## config.mk

```make
export PLATFORM = sky130hd
export DESIGN_NAME = mem_bus_arbiter
export DESIGN_NICKNAME = d
export VERILOG_FILES = /design/src/rtl/mem_bus_arbiter_pkg.sv /design/src/rtl/mem_bus_arbiter_rr_picker.sv /design/src/rtl/mem_bus_arbiter.sv
export SDC_FILE = /design/constraint.sdc
export NUM_CORES = 1
export LEC_CHECK = 0
export CAP_MARGIN = 20
export CORE_AREA = 5 5 155 157
export CTS_BUF_LIST = sky130_fd_sc_hd__clkbuf_16
export CTS_CLUSTER_DIAMETER = 30
export DETAILED_ROUTE_END_ITERATION = 7
export DIE_AREA = 0 0 160 162
export GPL_TIMING_DRIVEN = 0
export PLACE_DENSITY = 0.43
export SLEW_MARGIN = 20
export SYNTH_ARGS = -nofsm -noshare
export SYNTH_HDL_FRONTEND = slang
export SYNTH_HIERARCHICAL = 1
export SYNTH_SLANG_ARGS = --single-unit
export TNS_END_PERCENT = 20
```

## constraint.sdc

```tcl
create_clock -name clk -period 1.8 [get_ports clk]
set_clock_uncertainty 0.1 [all_clocks]
set_input_delay 0.18 -clock clk [delete_from_list [all_inputs] [get_ports clk]]
set_output_delay 0.18 -clock clk [all_outputs]
set_load 0.01 [all_outputs]
```

## src/rtl/mem_bus_arbiter_pkg.sv

```systemverilog
// Shared types for the memory bus arbiter.
// Holds the FSM state enum, index width and one-hot decode helper.
package mem_bus_arbiter_pkg;

  // Sized for the largest supported requester count, so one
  // pointer width serves every NREQ in 2..4.
  localparam int NREQ_MAX = 4;
  localparam int IDX_W    = $clog2(NREQ_MAX);

  typedef enum logic [1:0] {
    IDLE    = 2'd0,
    GRANTED = 2'd1,
    OWNED   = 2'd2,
    RELEASE = 2'd3
  } arb_state_t;

  function automatic logic [IDX_W-1:0] oh2idx(
    input logic [NREQ_MAX-1:0] oh
  );
    oh2idx = '0;
    for (int i = 0; i < NREQ_MAX; i++)
      if (oh[i]) oh2idx = IDX_W'(i);
  endfunction

endpackage

```

## src/rtl/mem_bus_arbiter_rr_picker.sv

```systemverilog
// Round-robin picker: first set request at or after ptr, wrapping.
// Ports: req (vector), ptr (start index) -> pick (one-hot), valid.
module rr_picker
  import mem_bus_arbiter_pkg::*;
#(
  parameter int N = 2
) (
  input  logic [N-1:0]     req,
  input  logic [IDX_W-1:0] ptr,
  output logic [N-1:0]     pick,
  output logic             valid
);

  logic [2*N-1:0] dbl;
  logic [2*N-1:0] back;
  logic [N-1:0]   rot;
  logic [N-1:0]   prot;

  // Rotate so ptr lands at bit 0, take the lowest set bit,
  // then rotate the one-hot result back into place.
  always_comb begin
    dbl   = {req, req} >> ptr;
    rot   = dbl[N-1:0];
    prot  = rot & (-rot);
    back  = {prot, prot} << ptr;
    pick  = back[2*N-1:N];
    valid = |req;
  end

endmodule

```

## src/rtl/mem_bus_arbiter.sv

```systemverilog
// Round-robin arbiter sharing one memory bus among NREQ cache clients.
// Ports: per-client arb/bus channels (cli_*), memory side (bus_*).
module mem_bus_arbiter
  import mem_bus_arbiter_pkg::*;
#(
  parameter int NREQ           = 2,
  parameter int BUS_DATA_WIDTH = 64,
  parameter int BUS_TAG_WIDTH  = 13,
  parameter int GRANT_TIMEOUT  = 16
) (
  input  logic                          clk,
  input  logic                          reset,
  input  logic [NREQ-1:0]               cli_abtr_reqcyc,
  input  logic [NREQ-1:0]               cli_bus_busy,
  output logic [NREQ-1:0]               cli_abtr_grant,
  input  logic [NREQ-1:0]               cli_bus_reqcyc,
  input  logic [NREQ*BUS_DATA_WIDTH-1:0] cli_bus_req,
  input  logic [NREQ*BUS_TAG_WIDTH-1:0] cli_bus_reqtag,
  input  logic [NREQ-1:0]               cli_bus_respack,
  output logic [NREQ-1:0]               cli_bus_reqack,
  output logic [NREQ-1:0]               cli_bus_respcyc,
  output logic [BUS_DATA_WIDTH-1:0]     cli_bus_resp,
  output logic [BUS_TAG_WIDTH-1:0]      cli_bus_resptag,
  output logic                          bus_reqcyc,
  output logic [BUS_DATA_WIDTH-1:0]     bus_req,
  output logic [BUS_TAG_WIDTH-1:0]      bus_reqtag,
  output logic                          bus_respack,
  input  logic                          bus_reqack,
  input  logic                          bus_respcyc,
  input  logic [BUS_DATA_WIDTH-1:0]     bus_resp,
  input  logic [BUS_TAG_WIDTH-1:0]      bus_resptag
);

  localparam int CW = $clog2(GRANT_TIMEOUT + 1);

  arb_state_t       state;
  logic [NREQ-1:0]  grant_q;
  logic [IDX_W-1:0] owner;
  logic [IDX_W-1:0] rr_ptr;
  logic [CW-1:0]    cnt;

  logic [NREQ-1:0]     pick;
  logic                pick_valid;
  logic [NREQ_MAX-1:0] pick_pad;
  logic [IDX_W-1:0]    pick_idx;
  logic [IDX_W-1:0]    owner_nxt;
  logic [IDX_W-1:0]    ptr_sel;
  logic                own;
  logic                own_busy;
  logic                own_req;

  assign own      = |grant_q;
  assign own_busy = |(cli_bus_busy & grant_q);
  assign own_req  = |(cli_abtr_reqcyc & grant_q);

  assign owner_nxt = (owner == IDX_W'(NREQ - 1))
                   ? '0 : owner + IDX_W'(1);

  // In RELEASE the picker already looks from owner+1, so a
  // pending client is regranted straight after the turnaround.
  assign ptr_sel  = (state == RELEASE) ? owner_nxt : rr_ptr;
  assign pick_pad = NREQ_MAX'(pick);
  assign pick_idx = oh2idx(pick_pad);

  rr_picker #(.N(NREQ)) u_pick (
    .req   (cli_abtr_reqcyc),
    .ptr   (ptr_sel),
    .pick  (pick),
    .valid (pick_valid)
  );

  always_ff @(posedge clk) begin
    if (reset) begin
      state   <= IDLE;
      grant_q <= '0;
      owner   <= '0;
      rr_ptr  <= '0;
      cnt     <= '0;
    end else begin
      unique case (state)
        IDLE, RELEASE: begin
          if (state == RELEASE) rr_ptr <= owner_nxt;
          if (pick_valid) begin
            state   <= GRANTED;
            grant_q <= pick;
            owner   <= pick_idx;
            cnt     <= '0;
          end else begin
            state   <= IDLE;
          end
        end
        GRANTED: begin
          // cnt counts granted cycles already spent; the grant
          // is held for exactly GRANT_TIMEOUT cycles without busy.
          if (own_busy) begin
            state <= OWNED;
          end else if (!own_req ||
                       cnt == CW'(GRANT_TIMEOUT - 1)) begin
            state   <= RELEASE;
            grant_q <= '0;
          end else begin
            cnt <= cnt + CW'(1);
          end
        end
        OWNED: begin
          if (!own_busy) begin
            state   <= RELEASE;
            grant_q <= '0;
          end
        end
        default: begin
          state   <= IDLE;
          grant_q <= '0;
        end
      endcase
    end
  end

  assign cli_abtr_grant = grant_q;

  // grant_q is zero in IDLE and RELEASE, so masking with it
  // forces every routed signal low whenever nobody owns the bus.
  always_comb begin
    bus_req    = '0;
    bus_reqtag = '0;
    for (int i = 0; i < NREQ; i++) begin
      if (grant_q[i]) begin
        bus_req    = bus_req |
          cli_bus_req[i*BUS_DATA_WIDTH +: BUS_DATA_WIDTH];
        bus_reqtag = bus_reqtag |
          cli_bus_reqtag[i*BUS_TAG_WIDTH +: BUS_TAG_WIDTH];
      end
    end
  end

  assign bus_reqcyc      = |(cli_bus_reqcyc & grant_q);
  assign bus_respack     = |(cli_bus_respack & grant_q);
  assign cli_bus_reqack  = grant_q & {NREQ{bus_reqack}};
  assign cli_bus_respcyc = grant_q & {NREQ{bus_respcyc}};
  assign cli_bus_resp    = own ? bus_resp : '0;
  assign cli_bus_resptag = own ? bus_resptag : '0;

`ifndef SYNTHESIS
  always_ff @(posedge clk) begin
    if (!reset) begin
      assert ($onehot0(grant_q))
        else $error("grant vector not one-hot");
      assert (!(bus_respcyc && !own))
        else $error("memory response with no owner dropped");
    end
  end
`endif

endmodule

```

Yosys cells after proc, flatten, opt, wreduce, memory -nomap -nowiden
Index checks and enable logic that the tools add are counted.
Widths: inputs -> output; s select.
- output and inout bits: 162
- flip-flop bits (word level): 13
- logic and storage cells: 68
- input port bits: 243
- add/subtract/negate cells: 3
- shift operators: 2
- bitwise operators: 9
- equality and inequality tests: 11
- reduce and logical (&&, ||, !) cells: 15
- muxes and demuxes: 23
- operator list (kind ; number):
    $mux 64 ; 3
    $or 64x64->64 ; 1
    $mux 13 ; 3
    $mux 2 ; 9
    $mux 5 ; 3
    $and 2x2->2 ; 7
    $reduce_or 2->1 ; 7
    $or 13x13->13 ; 1
    $pmux 2 s3 ; 2
    $ne 2x2->1 const B ; 5
    $pmux 5 s2 ; 1
    $reduce_and 4->1 ; 2
    $add 5x1->5 const B ; 1
    $eq 5x4->1 const B ; 1
    $eq 2x1->1 const B ; 2
    $eq 2x2->1 const B ; 2
    $reduce_and 2->1 ; 2
    $shl 4x2->4 ; 1
    $shr 4x2->2 ; 1
    $ne 3x3->1 const B ; 1
    $add 2x1->2 const B ; 1
    $logic_not 2->1 ; 1
    $mux 1 ; 2
    $neg 2->2 ; 1
    other kinds (3) ; 3

Depth between registers and ports, before layout
Gate-level depths: netlist of the first run.
- depth after elaboration: 9
- depth in mapped cells: 7

Cells and area by module
The synthesis of the first run kept the hierarchy.
- modules (own cells, without submodules) (module ; cells each ; sequential area each (um^2) ; instances ; area each (um^2)):
    mem_bus_arbiter ; 268 ; 240.2 ; 1 ; 2049.5
    rr_picker ; 5 ; 0.0 ; 1 ; 32.5

Worst setup path before layout of the first run
Ideal clock, no wire load.
- path kind: register to register
- from: register cnt[0]
- to: register cnt[0]
- path buffers: 0
- required time: 1579 ps
- data arrival time: 1621 ps
- period minus slack after synthesis: 1842 ps
- setup time: 121 ps
- cell stages (with the launch flop): 7
- slack: -42 ps
- path through: dfxtp_1 > ha_1 > and3_1 > ha_1 > o31ai_4 > a21oi_1 > mux2_4
- word-level cells in the longest chain between the ends: 4
- elaborated cells between the ends (all ways): 8
- those cells by class: add/sub: 1; eq/ne: 2; mux: 3; reduce/logical: 2
- ends and longest elaborated chain (item ; line ; source):
    from (decl) ; mem_bus_arbiter.sv:40 ; logic [CW-1:0] cnt;
    from (signal assigned) ; mem_bus_arbiter.sv:102 ; cnt <= cnt + CW'(1);
    $add 5x1->5 / $eq 5x4->1 (equally long branches) ; mem_bus_arbiter.sv:102, mem_bus_arbiter.sv:98 ;
    $mux 5 / $logic_or 1x1->1 (equally long branches) ; mem_bus_arbiter.sv:97 ; end else if (!own_req ||
    $mux 5 / $ne 2x2->1 (equally long branches) ; -- ;
    $pmux 5 s2 / $reduce_and 4->1 (equally long branches) ; -- ;
Parallel ways exist; a longest one is shown, timed or not. The select of a mux whose other input is x is not followed.
A chain may end at the register's enable or synchronous reset.

Final worst setup path of the first run
- from: register grant_q[1] (netlist: cli_abtr_grant[1])
- to: output port cli_bus_resp[24]
- word-level cells in the longest chain between the ends: 2
- ends and longest elaborated chain (item ; line ; source):
    from (decl) ; mem_bus_arbiter.sv:37 ; logic [NREQ-1:0] grant_q;
    from (signal assigned) ; mem_bus_arbiter.sv:85 ; grant_q <= pick;
    $reduce_or 2->1 ; mem_bus_arbiter.sv:52 ; assign own = |grant_q;
    $mux 64 ; mem_bus_arbiter.sv:140 ; assign cli_bus_resp = own ? bus_resp : '0;
    to (decl) ; mem_bus_arbiter.sv:22 ; output logic [BUS_DATA_WIDTH-1:0] cli_bus_resp,
Every way passes these cells.

==> qor.yml, run 1 <==
wl_per_cell_um: 21.4
first_pass_iters: 4
grt_util_met2_pct: 26.6
p_clk_share_pct: 6.6
die_x_um: 160
ctsHoldBuffers: 0
use_met1_pct: 15.7
syn_inst: 273
slew_headroom_pct: 66.5
status: "finished with violations"
drc: 0
postLayoutCellArea_sq_um: 6790
syn_nets: 521
io_buffers: 404
async_flop_share_pct: 0
ys_seq_area_share_pct: 11.5
timing.final.crit_share_pct: 103
hold_viol: 0
setup_ws_ps: -60.9
clkSinkCount: 12
grt_use_met3_pct: 4.95
numCtsBuffers: 3
period_needed_ps: 1860
dp.final_hpwl_um: 18200
p_sw_share_pct: 45.6
leakage_nw: 3.34
max_freq_mhz: 537
rows: 55
start_kind: "register"
synth_edf_count: 0
cts.path.max_buffers: 2
yosysWarnings: 6
ant_nets: 0
maxCapViolCount: 0
synthToLayoutAreaGrowth_pct: 226
ioPinCount: 405
p_switching_w: 0.00281
drt_first_iter_violations: 160
grt_max_degree: 11
grt_overflow: 0
dieArea_sq_um: 25900
vias: 3846
setup_viol_count_final: 3
hold_path.class: "reg2reg"
irDropWorstVdd_v: 0.000329
grt_pass1_wl_um: 28000
grt_pass1_vias: 3885
drive_above_1_share_pct: 15.6
cp_max_fo: 10
viasPerCell: 3.94
seq_power_share_pct: 6.2
grt_util_all_layers_pct: 14.3
cp-end-kind: "output pin"
fin_total_pwr_w: 0.00616
synth-main-ff-cell: "dfxtp_1"
drt_wl_total_um: 20900
insertion_delay_ps: 240
top_usage_layer: "met2"
power-per-cell-area_nw_per_um2: 908
root_buffer: "clkbuf_16"
die_h_um: 162
nNetsFinal: 938
criticalPathCategory: "reg2out"
maxSlewViolCount: 0
initial_core_util_pct: 9.31
required_ps: 1520
syn_area_sq_um: 2080
synth-seq-cells: 12
worst_pin_slew_ps: 502
rsz0062_at_grt: "true"
clkTransAtPathRegs_ps: 40
placed_cell_area_sq_um: 6480
final_util_pct: 30.4
arrival_ps: 1580
failed_checks: "setup timing"
antenna_found_initial: 4
yosysUniqueCellTypes: 41
core-area_sq_um: 22400
h-tree-depth: 1
routabilityCongestion: 0.824
power.share.combinational_pct: 87.3
cts_tree: "built"
internal_power_w: 0.00335
syn_avg_cell_area_sq_um: 7.63
flip-flops by register name, indices dropped and copies added, names as in the netlist:
name	cells
rr_ptr	2
state	2
cnt	5
cli_abtr_grant	2
owner	1
metal layers:
layer | vias to the layer above | part of all wire [%]
met5 | - | 0.062
met4 | 2 | 2.3
met3 | 23 | 8.7
met2 | 212 | 52
met1 | 1761 | 37
li1 | 1848 | -
logic make-up (layout without fill, tap and decap cells):
family / Yosys count / after routing / share of synthesized area, %
and+or+nand+nor: 112 / 112 / 32.8
AOI/OAI and AO/OA: 105 / 105 / 44.5
buffers and inverters: 37 / 452 / 6.97
DFF: 12 / 12 / 11.5
adders and majority gates: 5 / 5 / 3.00
muxes: 2 / 2 / 1.20
other: 0 / 3 / 0
final cells by class:
cell class | instances | area, sq um
repair buffers | 412 | 3920
inverters | 9 | 33.8
diodes | 3 | 7.51
multi-input cells | 224 | 1780
well taps | 285 | 357
flip-flops and latches | 12 | 249
fillers | 2403 | 15600
clock buffers | 3 | 75.1
plain buffers | 28 | 370
cells in the final DEF, fill, tap and decap left out, types with 2 or more instances in the layout:
cell / synthesis / routed
clkdlybuf4s15_2: 0 / 7
nor2_4: 0 / 2
clkdlybuf4s15_1: 0 / 16
nand2_1: 6 / 5
buf_8: 0 / 5
buf_6: 0 / 4
ha_1: 5 / 3
o41ai_1: 2 / 2
clkbuf_4: 0 / 3
buf_4: 0 / 9
clkbuf_16: 0 / 6
inv_1: 8 / 8
clkbuf_8: 0 / 9
nand3_1: 4 / 4
dlymetal6s2s_1: 0 / 26
dlygate4sd2_1: 0 / 75
nor2b_1: 79 / 73
a211o_1: 2 / 2
buf_2: 5 / 5
clkbuf_2: 0 / 30
a21oi_1: 4 / 4
and2_1: 6 / 6
clkdlybuf4s50_1: 0 / 246
nor2b_4: 0 / 3
dfxtp_1: 12 / 9
a22o_1: 80 / 80
nor2_1: 7 / 6
diode_2: 0 / 3
nor2b_2: 0 / 3
dfxtp_4: 0 / 2
o31ai_1: 2 / 2
path summary, 6_finish.rpt:
check                                   endpoint              start  slack, ps  depth (start not counted)
worst max-delay path            cli_bus_resp[24]  cli_abtr_grant[1]        -60                          4
worst min-delay path                    owner[0]           owner[0]        380                          2
worst max register to register            cnt[0]           state[0]        -50                          7
worst min register to register          owner[0]           owner[0]        380                          2
timing repair:
action	4_1_cts	5_1_grt
setup endpoints to repair	169	93
buffers inserted	1	6
pin swaps	3	0
gates cloned	1	0
gates resized for setup	256	116
critical path, cell delays in order, from the launching register on:
cell and delay, ps:
dfxtp_4 360, nor2_4 190, clkbuf_4 250, nor2b_1 60
clkdlybuf4s50_1 470
synthesized netlist by cell type (all sizes together), types with 2 or more instances:
library cell  count  share of area, %
a211o             2              0.84
a21oi             4              0.96
a22o             81                34
and2              7               2.2
and3              2              0.60
buf               5               1.2
clkbuf           23               4.1
dfxtp            12                12
ha                5               3.0
inv               9               1.6
nand2             6               1.1
nand3             4              0.96
nor2              8               1.6
nor2b            79                24
o21ai             2              0.48
o311ai            2              0.84
o31ai             4               2.3
o41ai             3               1.6
power by group through the flow:
| stage | logic (W) | clock network [W] | registers [W] |
|---|---|---|---|
| 2_1_floorplan | 0.00219 | 0 | 0.000359 |
| 3_3_place_gp | 0.00547 | 0 | 0.000363 |
| 3_5_place_dp | 0.00547 | 0 | 0.000369 |
| 4_1_cts | 0.00542 | 0.000424 | 0.000386 |
| 5_1_grt | 0.00573 | 0.000434 | 0.000389 |
| 6_report | 0.00538 | 0.000406 | 0.000379 |
per-stage QoR:
stage / setup slack (ps) / TNS, ps / cells / hold slack (ps)
final: -60.9 / -147 / 976 / 379
after global routing: -138 / -1090 / 976 / 394
after CTS: -240 / -5310 / 967 / 380
after detailed placement: -1050 / -97450 / 962 / 374
after global placement: -1010 / -92350 / 962 / 362
after floorplan: 23.1 / 0 / 273 / 273
Note: power is estimated with default switching activity, not from simulation.
==> run 2: changes to the inputs <==
- GPL_ROUTABILITY_DRIVEN: not set -> 1
- RECOVER_POWER: not set -> 25
==> run 2 against run 1 <==
Utilization shrank 0.43 points. The flow still finishes with violations (setup timing). Non-clock buffer count is the same. Final cell count is the same. First-iteration DRC count shrank 2.5%. Combinational power shrank 3%. Critical path depth grew 3. Sequential cell count is the same. Final area shrank 1.4%. Maximum frequency grew 0.54%. Routed wire length is essentially flat. Clock power is essentially flat. Via count shrank 0.44%.
==> qor.yml, run 2 (same netlist as run 1, synthesis figures left out) <==
status: "finished with violations"
failed_checks: "setup timing"
regMostFlops: "cnt"
hold_depth: 2
critPathLaunch: "state[0]"
grt_pass1_vias: 3885
clkSinkCount: 12
rsz0062_at_grt: "true"
p_clk_share_pct: 6.7
initial_core_util_pct: 9.31
critPathSlowestCell: "dfxtp_2"
antenna_found_initial: 4
hold_viol: 0
timing.final.crit_share_pct: 103
viasPerCell: 3.92
power.share.combinational_pct: 87.0
first_pass_iters: 6
grt_util_all_layers_pct: 14.3
placed_cell_area_sq_um: 6480
ioPinCount: 405
leakage_nw: 3.23
seq_power_share_pct: 6.2
worstRegToRegCells: 7
drive_above_1_share_pct: 15.4
arrival_ps: 1880
clkTransAtPathRegs_ps: 40
cp-end-kind: "register"
criticalPathCategory: "reg2reg"
dieArea_sq_um: 25900
synthToLayoutAreaGrowth_pct: 222
h-tree-depth: 1
worst_pin_slew_ps: 502
routabilityCongestion: 0.824
start_kind: "register"
final_common_cell: "clkdlybuf4s50_1"
irDropWorstVdd_v: 0.000324
grt_pass1_wl_um: 28000
core-area_sq_um: 22400
cts.path.max_buffers: 2
ant_nets: 0
setup_ws_ps: -50.9
cp_max_fo: 9
hold_path.class: "reg2reg"
p_switching_w: 0.00279
r2r_slack_ps: -50
required_ps: 1830
internal_power_w: 0.00324
nNetsFinal: 938
slew_headroom_pct: 66.5
cp_cell_sequence: "inv_1 > ha_1 > buf_2 > and2b_2 > nor2_4 > a21oi_1 > mux2_4"
maxCapViolCount: 0
power-per-cell-area_nw_per_um2: 900
drc: 0
slowest_delay_ps: 350
grt_overflow: 0
insertion_delay_ps: 240
numCtsBuffers: 3
largest_register_ffs: 5
drt_first_iter_violations: 156
cts_tree: "built"
vias: 3829
io_buffers: 404
max_freq_mhz: 540
final_cell_mix: "clkdlybuf4s50_1, a22o_1, dlygate4sd2_1, nor2b_1, clkbuf_2"
die_x_um: 160
rows: 55
drt_wl_total_um: 20900
tns_ps: -384
grt_max_degree: 11
root_buffer: "clkbuf_16"
wl_per_cell_um: 21.4
period_needed_ps: 1850
die_h_um: 162
postLayoutCellArea_sq_um: 6690
reg2reg_from: "state[0]"
dp.final_hpwl_um: 18200
hp-start: "owner[0]"
maxSlewViolCount: 0
p_sw_share_pct: 46.3
setup_viol_count_final: 28
## run 2: power by group through the flow
stage	clock network [W]	registers [W]	logic (W)
2_1_floorplan	0	0.000359	0.00219
3_5_place_dp	0	0.000369	0.00547
3_3_place_gp	0	0.000363	0.00547
4_1_cts	0.000424	0.000386	0.00542
6_report	0.000407	0.000376	0.00524
5_1_grt	0.000434	0.000385	0.00560
## run 2: layout make-up
cell class / count / area, sq um
Antenna cell: 3 / 7.51
Buffer: 28 / 323
Clock buffer: 3 / 75.1
Fill cell: 2425 / 15700
Inverter: 9 / 33.8
Multi-Input combinational cell: 224 / 1770
Sequential cell: 12 / 249
Tap cell: 285 / 357
Timing Repair Buffer: 412 / 3880
## run 2: layer usage
metal | global-route usage (%) | share of wire (%) | up-vias | wire length (um)
li1 | - | - | 1846 | -
met1 | 15.7 | 37 | 1750 | 7750
met2 | 26.6 | 52 | 208 | 10800
met3 | 4.95 | 8.7 | 23 | 1810
met4 | 3.56 | 2.3 | 2 | 488
met5 | 0 | 0.062 | - | 13
## run 2: repair_timing
item	in CTS	in global routing
cloned	1	0
resized for setup	256	116
setup endpoints to repair	169	93
hold buffers	0	0
pin swaps	3	0
setup buffers	1	6
## run 2: worst paths after layout
kind	end
setup / recovery	cnt[0]
hold / removal	owner[0]
setup reg to reg	cnt[0]
hold reg to reg	owner[0]
## run 2: worst max-delay path: cells and delay by family, from the launching register on
kind | cells | cell delay, ps
AO/OA/AOI/OAI | 1 | 90
adder cells (fa/ha/maj) | 1 | 270
buffers and inverters | 2 | 220
flip-flops | 1 | 350
multiplexers | 1 | 270
AND/OR/NAND/NOR | 2 | 440
## run 2: metrics by stage
stage / hold slack (ps) / worst slack, ps / utilization [%] / instances / power [W]
after global placement: 362 / -1010 / 29.0 / 962 / 0.00584
after global routing: 394 / -138 / 29.9 / 976 / 0.00642
after detailed placement: 374 / -1050 / 29.0 / 962 / 0.00584
after CTS: 380 / -240 / 30.2 / 967 / 0.00623
after floorplan: 273 / 23.1 / - / 273 / 0.00255
final: 379 / -50.9 / 29.9 / 976 / 0.00602
==> run 3: changes to the inputs <==
- CTS_CLUSTER_SIZE: not set -> 12
==> results of run 3 <==
The final DEF is identical to that of run 2; final timing and power are the same.
